<file path="src/rtl/instr_fetch_if.sv">
// Instruction memory request/acknowledge bus between the fetch stage and imem.
// master = fetch stage, slave = memory.
interface instr_fetch_if;
  logic [31:0] imem_addr;
  logic        imem_req;
  logic [31:0] imem_rdata;
  logic        imem_ack;

  modport master (output imem_addr, output imem_req,
                  input  imem_rdata, input imem_ack);
  modport slave  (input  imem_addr, input imem_req,
                  output imem_rdata, output imem_ack);
endinterface

</file>
<file path="src/rtl/instr_fetch.sv">
// Instruction fetch stage: imem request/ack transaction into an instruction register.
// Optional FETCH_TIMEOUT_EN compiles in a REQ-cycle watchdog that faults a hung memory.
//
// state | meaning
// IDLE  | no fetch outstanding, IR not valid for the controller
// REQ   | imem_req high, waiting for imem_ack
// HOLD  | IR holds the fetched word, instr_valid high
// FAULT | misaligned PC (or memory timeout); left only by rst
module instr_fetch #(
  parameter logic [31:0] INITIAL_PC = 32'h0040_0000,
  parameter logic [31:0] NOP_INSTR  = 32'h0000_0013,
  parameter int          TIMEOUT    = 16
) (
  input  logic                 clk,
  input  logic                 rst,
  input  logic [31:0]          pc_in,
  input  logic                 fetch_req,
  instr_fetch_if.master        imem,
  output logic [31:0]          instr,
  output logic                 instr_valid,
  output logic                 busy,
  output logic                 fault,
  output logic [31:0]          fetch_count
);

  localparam logic [1:0] S_IDLE  = 2'd0;
  localparam logic [1:0] S_REQ   = 2'd1;
  localparam logic [1:0] S_HOLD  = 2'd2;
  localparam logic [1:0] S_FAULT = 2'd3;

  if ((TIMEOUT < 1) || (TIMEOUT > 255)) begin : g_bad_timeout
    $error("instr_fetch: TIMEOUT must be in 1..255");
  end

  logic [1:0]  state_q, state_d;
  logic [31:0] addr_q, addr_d;
  logic        req_q, req_d;
  logic [31:0] ir_q, ir_d;
  logic        valid_q, valid_d;
  logic        busy_q, busy_d;
  logic        fault_q, fault_d;
  logic [31:0] count_q, count_d;

`ifdef FETCH_TIMEOUT_EN
  localparam logic [7:0] TMO_LAST = 8'(TIMEOUT - 1);
  logic [7:0] tmo_q, tmo_d;
`endif

  always_comb begin
    state_d = state_q;
    addr_d  = addr_q;
    req_d   = req_q;
    ir_d    = ir_q;
    valid_d = valid_q;
    count_d = count_q;
`ifdef FETCH_TIMEOUT_EN
    tmo_d   = tmo_q;
`endif
    case (state_q)
      S_IDLE, S_HOLD: begin
        if (fetch_req) begin
          valid_d = 1'b0;
          if (pc_in[1:0] == 2'b00) begin
            addr_d  = pc_in;
            req_d   = 1'b1;
            state_d = S_REQ;
`ifdef FETCH_TIMEOUT_EN
            tmo_d   = 8'd0;
`endif
          end else begin
            req_d   = 1'b0;
            state_d = S_FAULT;
          end
        end
      end
      S_REQ: begin
        // ack wins over a timeout expiring on the same edge
        if (imem.imem_ack) begin
          ir_d    = imem.imem_rdata;
          valid_d = 1'b1;
          req_d   = 1'b0;
          count_d = count_q + 32'd1;
          state_d = S_HOLD;
        end
`ifdef FETCH_TIMEOUT_EN
        else if (tmo_q == TMO_LAST) begin
          req_d   = 1'b0;
          state_d = S_FAULT;
        end else begin
          tmo_d = tmo_q + 8'd1;
        end
`endif
      end
      default: begin
        req_d   = 1'b0;
        valid_d = 1'b0;
      end
    endcase
    busy_d  = (state_d == S_REQ);
    fault_d = (state_d == S_FAULT);
  end

  always_ff @(posedge clk) begin
    if (rst) begin
      state_q <= S_IDLE;
      addr_q  <= INITIAL_PC;
      req_q   <= 1'b0;
      ir_q    <= NOP_INSTR;
      valid_q <= 1'b0;
      busy_q  <= 1'b0;
      fault_q <= 1'b0;
      count_q <= 32'd0;
`ifdef FETCH_TIMEOUT_EN
      tmo_q   <= 8'd0;
`endif
    end else begin
      state_q <= state_d;
      addr_q  <= addr_d;
      req_q   <= req_d;
      ir_q    <= ir_d;
      valid_q <= valid_d;
      busy_q  <= busy_d;
      fault_q <= fault_d;
      count_q <= count_d;
`ifdef FETCH_TIMEOUT_EN
      tmo_q   <= tmo_d;
`endif
    end
  end

  assign imem.imem_addr = addr_q;
  assign imem.imem_req  = req_q;
  assign instr          = ir_q;
  assign instr_valid    = valid_q;
  assign busy           = busy_q;
  assign fault          = fault_q;
  assign fetch_count    = count_q;

endmodule
</file>
<file path="src/flat_wrapper.sv">
// flat-port wrapper written by rule: the top's interface ports become plain ports
module instr_fetch_flat 
#(
  parameter logic [31:0] INITIAL_PC = 32'h0040_0000,
  parameter logic [31:0] NOP_INSTR  = 32'h0000_0013,
  parameter int          TIMEOUT    = 16
)
  (clk, rst, pc_in, fetch_req, instr, instr_valid, busy, fault, fetch_count, imem_imem_addr, imem_imem_req, imem_imem_rdata, imem_imem_ack);
  instr_fetch_if imem_i ();
  input  logic clk;
  input  logic rst;
  input  logic [31:0] pc_in;
  input  logic fetch_req;
  output logic [31:0] instr;
  output logic instr_valid;
  output logic busy;
  output logic fault;
  output logic [31:0] fetch_count;
  output wire logic [$bits(imem_i.imem_addr)-1:0] imem_imem_addr;
  output wire logic [$bits(imem_i.imem_req)-1:0] imem_imem_req;
  input wire logic [$bits(imem_i.imem_rdata)-1:0] imem_imem_rdata;
  input wire logic [$bits(imem_i.imem_ack)-1:0] imem_imem_ack;
  assign imem_imem_addr = imem_i.imem_addr;
  assign imem_imem_req = imem_i.imem_req;
  assign imem_i.imem_rdata = imem_imem_rdata;
  assign imem_i.imem_ack = imem_imem_ack;
  instr_fetch #(.INITIAL_PC(INITIAL_PC), .NOP_INSTR(NOP_INSTR), .TIMEOUT(TIMEOUT)) u_core (.clk(clk), .rst(rst), .pc_in(pc_in), .fetch_req(fetch_req), .imem(imem_i), .instr(instr), .instr_valid(instr_valid), .busy(busy), .fault(fault), .fetch_count(fetch_count));
endmodule
</file>
<file path="config.mk">
export PLATFORM = sky130hd
export DESIGN_NAME = instr_fetch_flat
export DESIGN_NICKNAME = d
export VERILOG_FILES = /design/src/rtl/instr_fetch_if.sv /design/src/rtl/instr_fetch.sv /design/src/flat_wrapper.sv
export SDC_FILE = /design/constraint.sdc
export NUM_CORES = 1
export LEC_CHECK = 0
export ABC_AREA = 1
export CAP_MARGIN = 5
export CORE_ASPECT_RATIO = 1.75
export CORE_MARGIN = 2
export CORE_UTILIZATION = 44
export CTS_CLUSTER_SIZE = 16
export DETAILED_ROUTE_END_ITERATION = 10
export PLACE_DENSITY = 0.8
export SETUP_SLACK_MARGIN = 0.05
export SYNTH_ARGS = -nofsm -noshare
export SYNTH_HDL_FRONTEND = slang
export SYNTH_SLANG_ARGS = --single-unit
export TNS_END_PERCENT = 50
</file>
<file path="constraint.sdc">
create_clock -name clk -period 1.6 [get_ports clk]
set_input_delay 0.24 -clock clk [delete_from_list [all_inputs] [get_ports clk]]
set_output_delay 0.24 -clock clk [all_outputs]
set_load 0.01 [all_outputs]
</file>
==> results.md <==
* Status: finished, final reports clean
* Worst slew pin tran at about 330 ps
* Die Ht at roughly 130 microns
* Clk pin slew, worst setup/hold paths at 70 ps
* Max Cap Violations at 0
* Largest net degree at the start of global routing at 42
* DR vias at around 4,500
* Sequential element share of the synthesized area at ~48%
* Syn_nets at between 600 and 700
* Syn Std Cell Area at about 4300 sq um
* First-pass GRT wire length at a little over 20,000 microns
* Max VDD drop at ~0.72 mV
* Cell area power density at 817 nW/um^2
* Clk Tree Root Cell: clkbuf_16
* Syn. warnings at 0
* Antenna violations before repair at 0
* Setup slack after layout at roughly 46 ps
* Tmin final at 1550 ps
* Final Setup Violations at 0
* Yosys cell types at 29
* Grt total ovfl at 0
* Data required time of the worst path at ~1800 ps
* Post-CTS setup buffers at 0
* Worst endpoint data arrival time at approximately 1800 ps
* Hold Buf Count CTS at 0
* Seq cells post-synth at around 100
* Final Hold Fails at 0
* Post-route DRC violation count at 0
* Diodes inserted at 0
* Die W at approximately 79 microns
* Core area at between 9000 and 10,000 sq um
* Layout cells sized above 1 at 10.5%
* ANT nets after route at 0
* Drt pass-1 iters at 4
* Port Buf Inserts at around 170
* Clock Latency Late Sink at 340 ps
* Nets at about 840
* Placement Setup Slack at -195 ps
* LEAKAGE at between 2 and 3 nW
* Hold_ws at around 450 ps
* Wire per inst at approximately 15 microns
* Fin crit share at between 90% and 100%
* Syn-to-layout area delta at 54.0%
* Hold WC Path Type: flop to flop
* Overall global routing resource usage at ~24%
* Via density at 5.06
* Setup crit start kind: flop
* End-of-flow core utilization at between 60% and 70%
* IO Count at around 170
* CTS tree: yes
* Synth Instances at 595
* Drt total wl at between 10,000 and 15,000 microns
* Longest Clk Path Bufs at 2
* Num CTS Buffers at 9
* H-Tree Depth at 3
* Die area at approximately 11,000 sq um
* Final Wtd Congestion at 0.915
* Slew margin rel. at ~80%
* Max Slew Vio Count at 0
* Placed Area at 6180 sq um
* Vias in the first global route at ~4,300
* Setup TNS at 0 ps
* Post-DP HPWL at about 10000 microns
* Crit Path Max Fanout at 5
* Row count at between 40 and 50
* Highest clock rate at approximately 640 MHz
* CP Class: flop to flop
* Avg Cell Area, Syn at between 7 and 8 sq um
* Number of clock sinks at approximately 100
* Non-Filler Cell Area, Final at 6590 sq um
* Skew final at between 7 and 8 ps
* Initial core utilization at 45.2%
* Number of DRC markers in iteration 0 at 250
* Worst setup EP type: flop
-- state kept, by name, indices dropped and copies added (netlist names) --
name and flops:
u_core.busy 1, u_core.fault 1, u_core.fetch_count 32, u_core.imem.imem_addr 32
u_core.imem.imem_req 1, u_core.instr 32, u_core.instr_valid 1, u_core.state_q 2
-- layout by cell type, fill, tap and decap left out, drive strengths merged --
master         netlist  routed
dfxtp              102     102
clkinvlp             0       1
nand2              145     145
o22ai                2       2
o21ai               35      35
xor2                 2       2
clkdlybuf4s50        0     145
a21oi               49      49
xnor2                1       1
nand3               27      28
nor3                 6       6
buf                 13      17
clkinv               2       4
dlymetal6s2s         0      22
ha                   1       1
o21bai               3       3
nand4               10      10
o21a                 3       3
inv                 48      49
clkbuf              11      12
nor2               135     135
-- per-layer routing --
layer,up-vias,routed length [microns],global-route usage [%]
met2,176,7110,45.0
met1,2072,4830,25.7
met4,0,559,12.5
li1,2231,-,-
met3,41,604,4.17
met5,-,0,0
-- stage by stage --
step | std cells | total power, mW
after floorplan | 595 | 2.96
after global routing | 894 | 5.58
after CTS | 893 | 5.42
after global placement | 877 | 3.34
final | 894 | 5.38
after detailed placement | 877 | 3.36
-- logic make-up (layout without fill, tap and decap cells) --
logic type | count (synthesis) | in the layout | synth area share [%]
AND/OR/NAND/NOR | 323 | 324 | 33.2
flip-flops | 102 | 102 | 47.7
AO/OA/AOI/OAI | 92 | 92 | 11.2
buffers and inverters | 74 | 250 | 6.99
XOR/XNOR | 3 | 3 | 0.615
adder cells (fa/ha/maj) | 1 | 1 | 0.293
-- final cells by class --
class                   instances  area (sq um)
fillers                       778          2880
flip-flops and latches        102          2070
multi-input cells             420          1970
repair buffers                184          1920
clock buffers                  12           256
inverters                      50           188
well taps                     122           153
clock inverters                 4          30.0
-- cells in the mapped netlist --
master	instances	area, sq um
nand2_1	143	537
nor2_1	126	473
dfxtp_1	102	2040
a21oi_1	49	245
inv_1	48	180
o21ai_0	35	175
nand3_1	23	115
buf_2	11	55.1
clkbuf_1	11	41.3
nand4_1	10	62.6
nor2_4	6	67.6
nand3_4	3	52.6
nor3_1	3	15.0
o21a_1	3	22.5
o21bai_1	3	22.5
clkinv_1	2	7.51
nor2_2	2	12.5
nor3_2	2	20.0
o22ai_1	2	12.5
xor2_1	2	17.5
buf_1	1	3.75
buf_6	1	11.3
ha_1	1	12.5
nand2_2	1	6.26
nand2_4	1	11.3
nand3_2	1	10.0
nor2_8	1	20.0
nor3_4	1	16.3
xnor2_1	1	8.76
-- timing repair --
action | CTS | global route
cloned | 0 | 1
gates resized for setup | 12 | 41
pin swaps | 0 | 3
endpoints found under the setup margin | 25 | 41
-- worst max-delay path, cell delays in order, from the launching register on --
cell,delay (ps)
dfxtp_1,300
inv_1,160
nand3_4,190
nor3_4,320
nand2_2,130
nor2_1,150
nand2_1,80
nand2_1,70
nor2_1,30
-- final timing paths --
path | slack [ps] | from | cells after the start | endpoint
min | 450 | u_core.imem.imem_addr[0]$_SDFFE_PP0P_ | 2 | u_core.imem.imem_addr[0]$_SDFFE_PP0P_
max | 50 | u_core.state_q[1]$_SDFF_PP0_ | 8 | u_core.fetch_count[16]$_SDFFE_PP0P_
min reg2reg | 450 | u_core.imem.imem_addr[0]$_SDFFE_PP0P_ | 2 | u_core.imem.imem_addr[0]$_SDFFE_PP0P_
max reg2reg | 50 | u_core.state_q[1]$_SDFF_PP0_ | 8 | u_core.fetch_count[16]$_SDFFE_PP0P_
-- power by group --
group	total, mW	switching, mW	internal, mW
sequential	2.67	0.0447	2.62
combinational	0.642	0.274	0.368
clock	2.07	0.924	1.15
No activity file was read; power rests on OpenSTA's default activity.
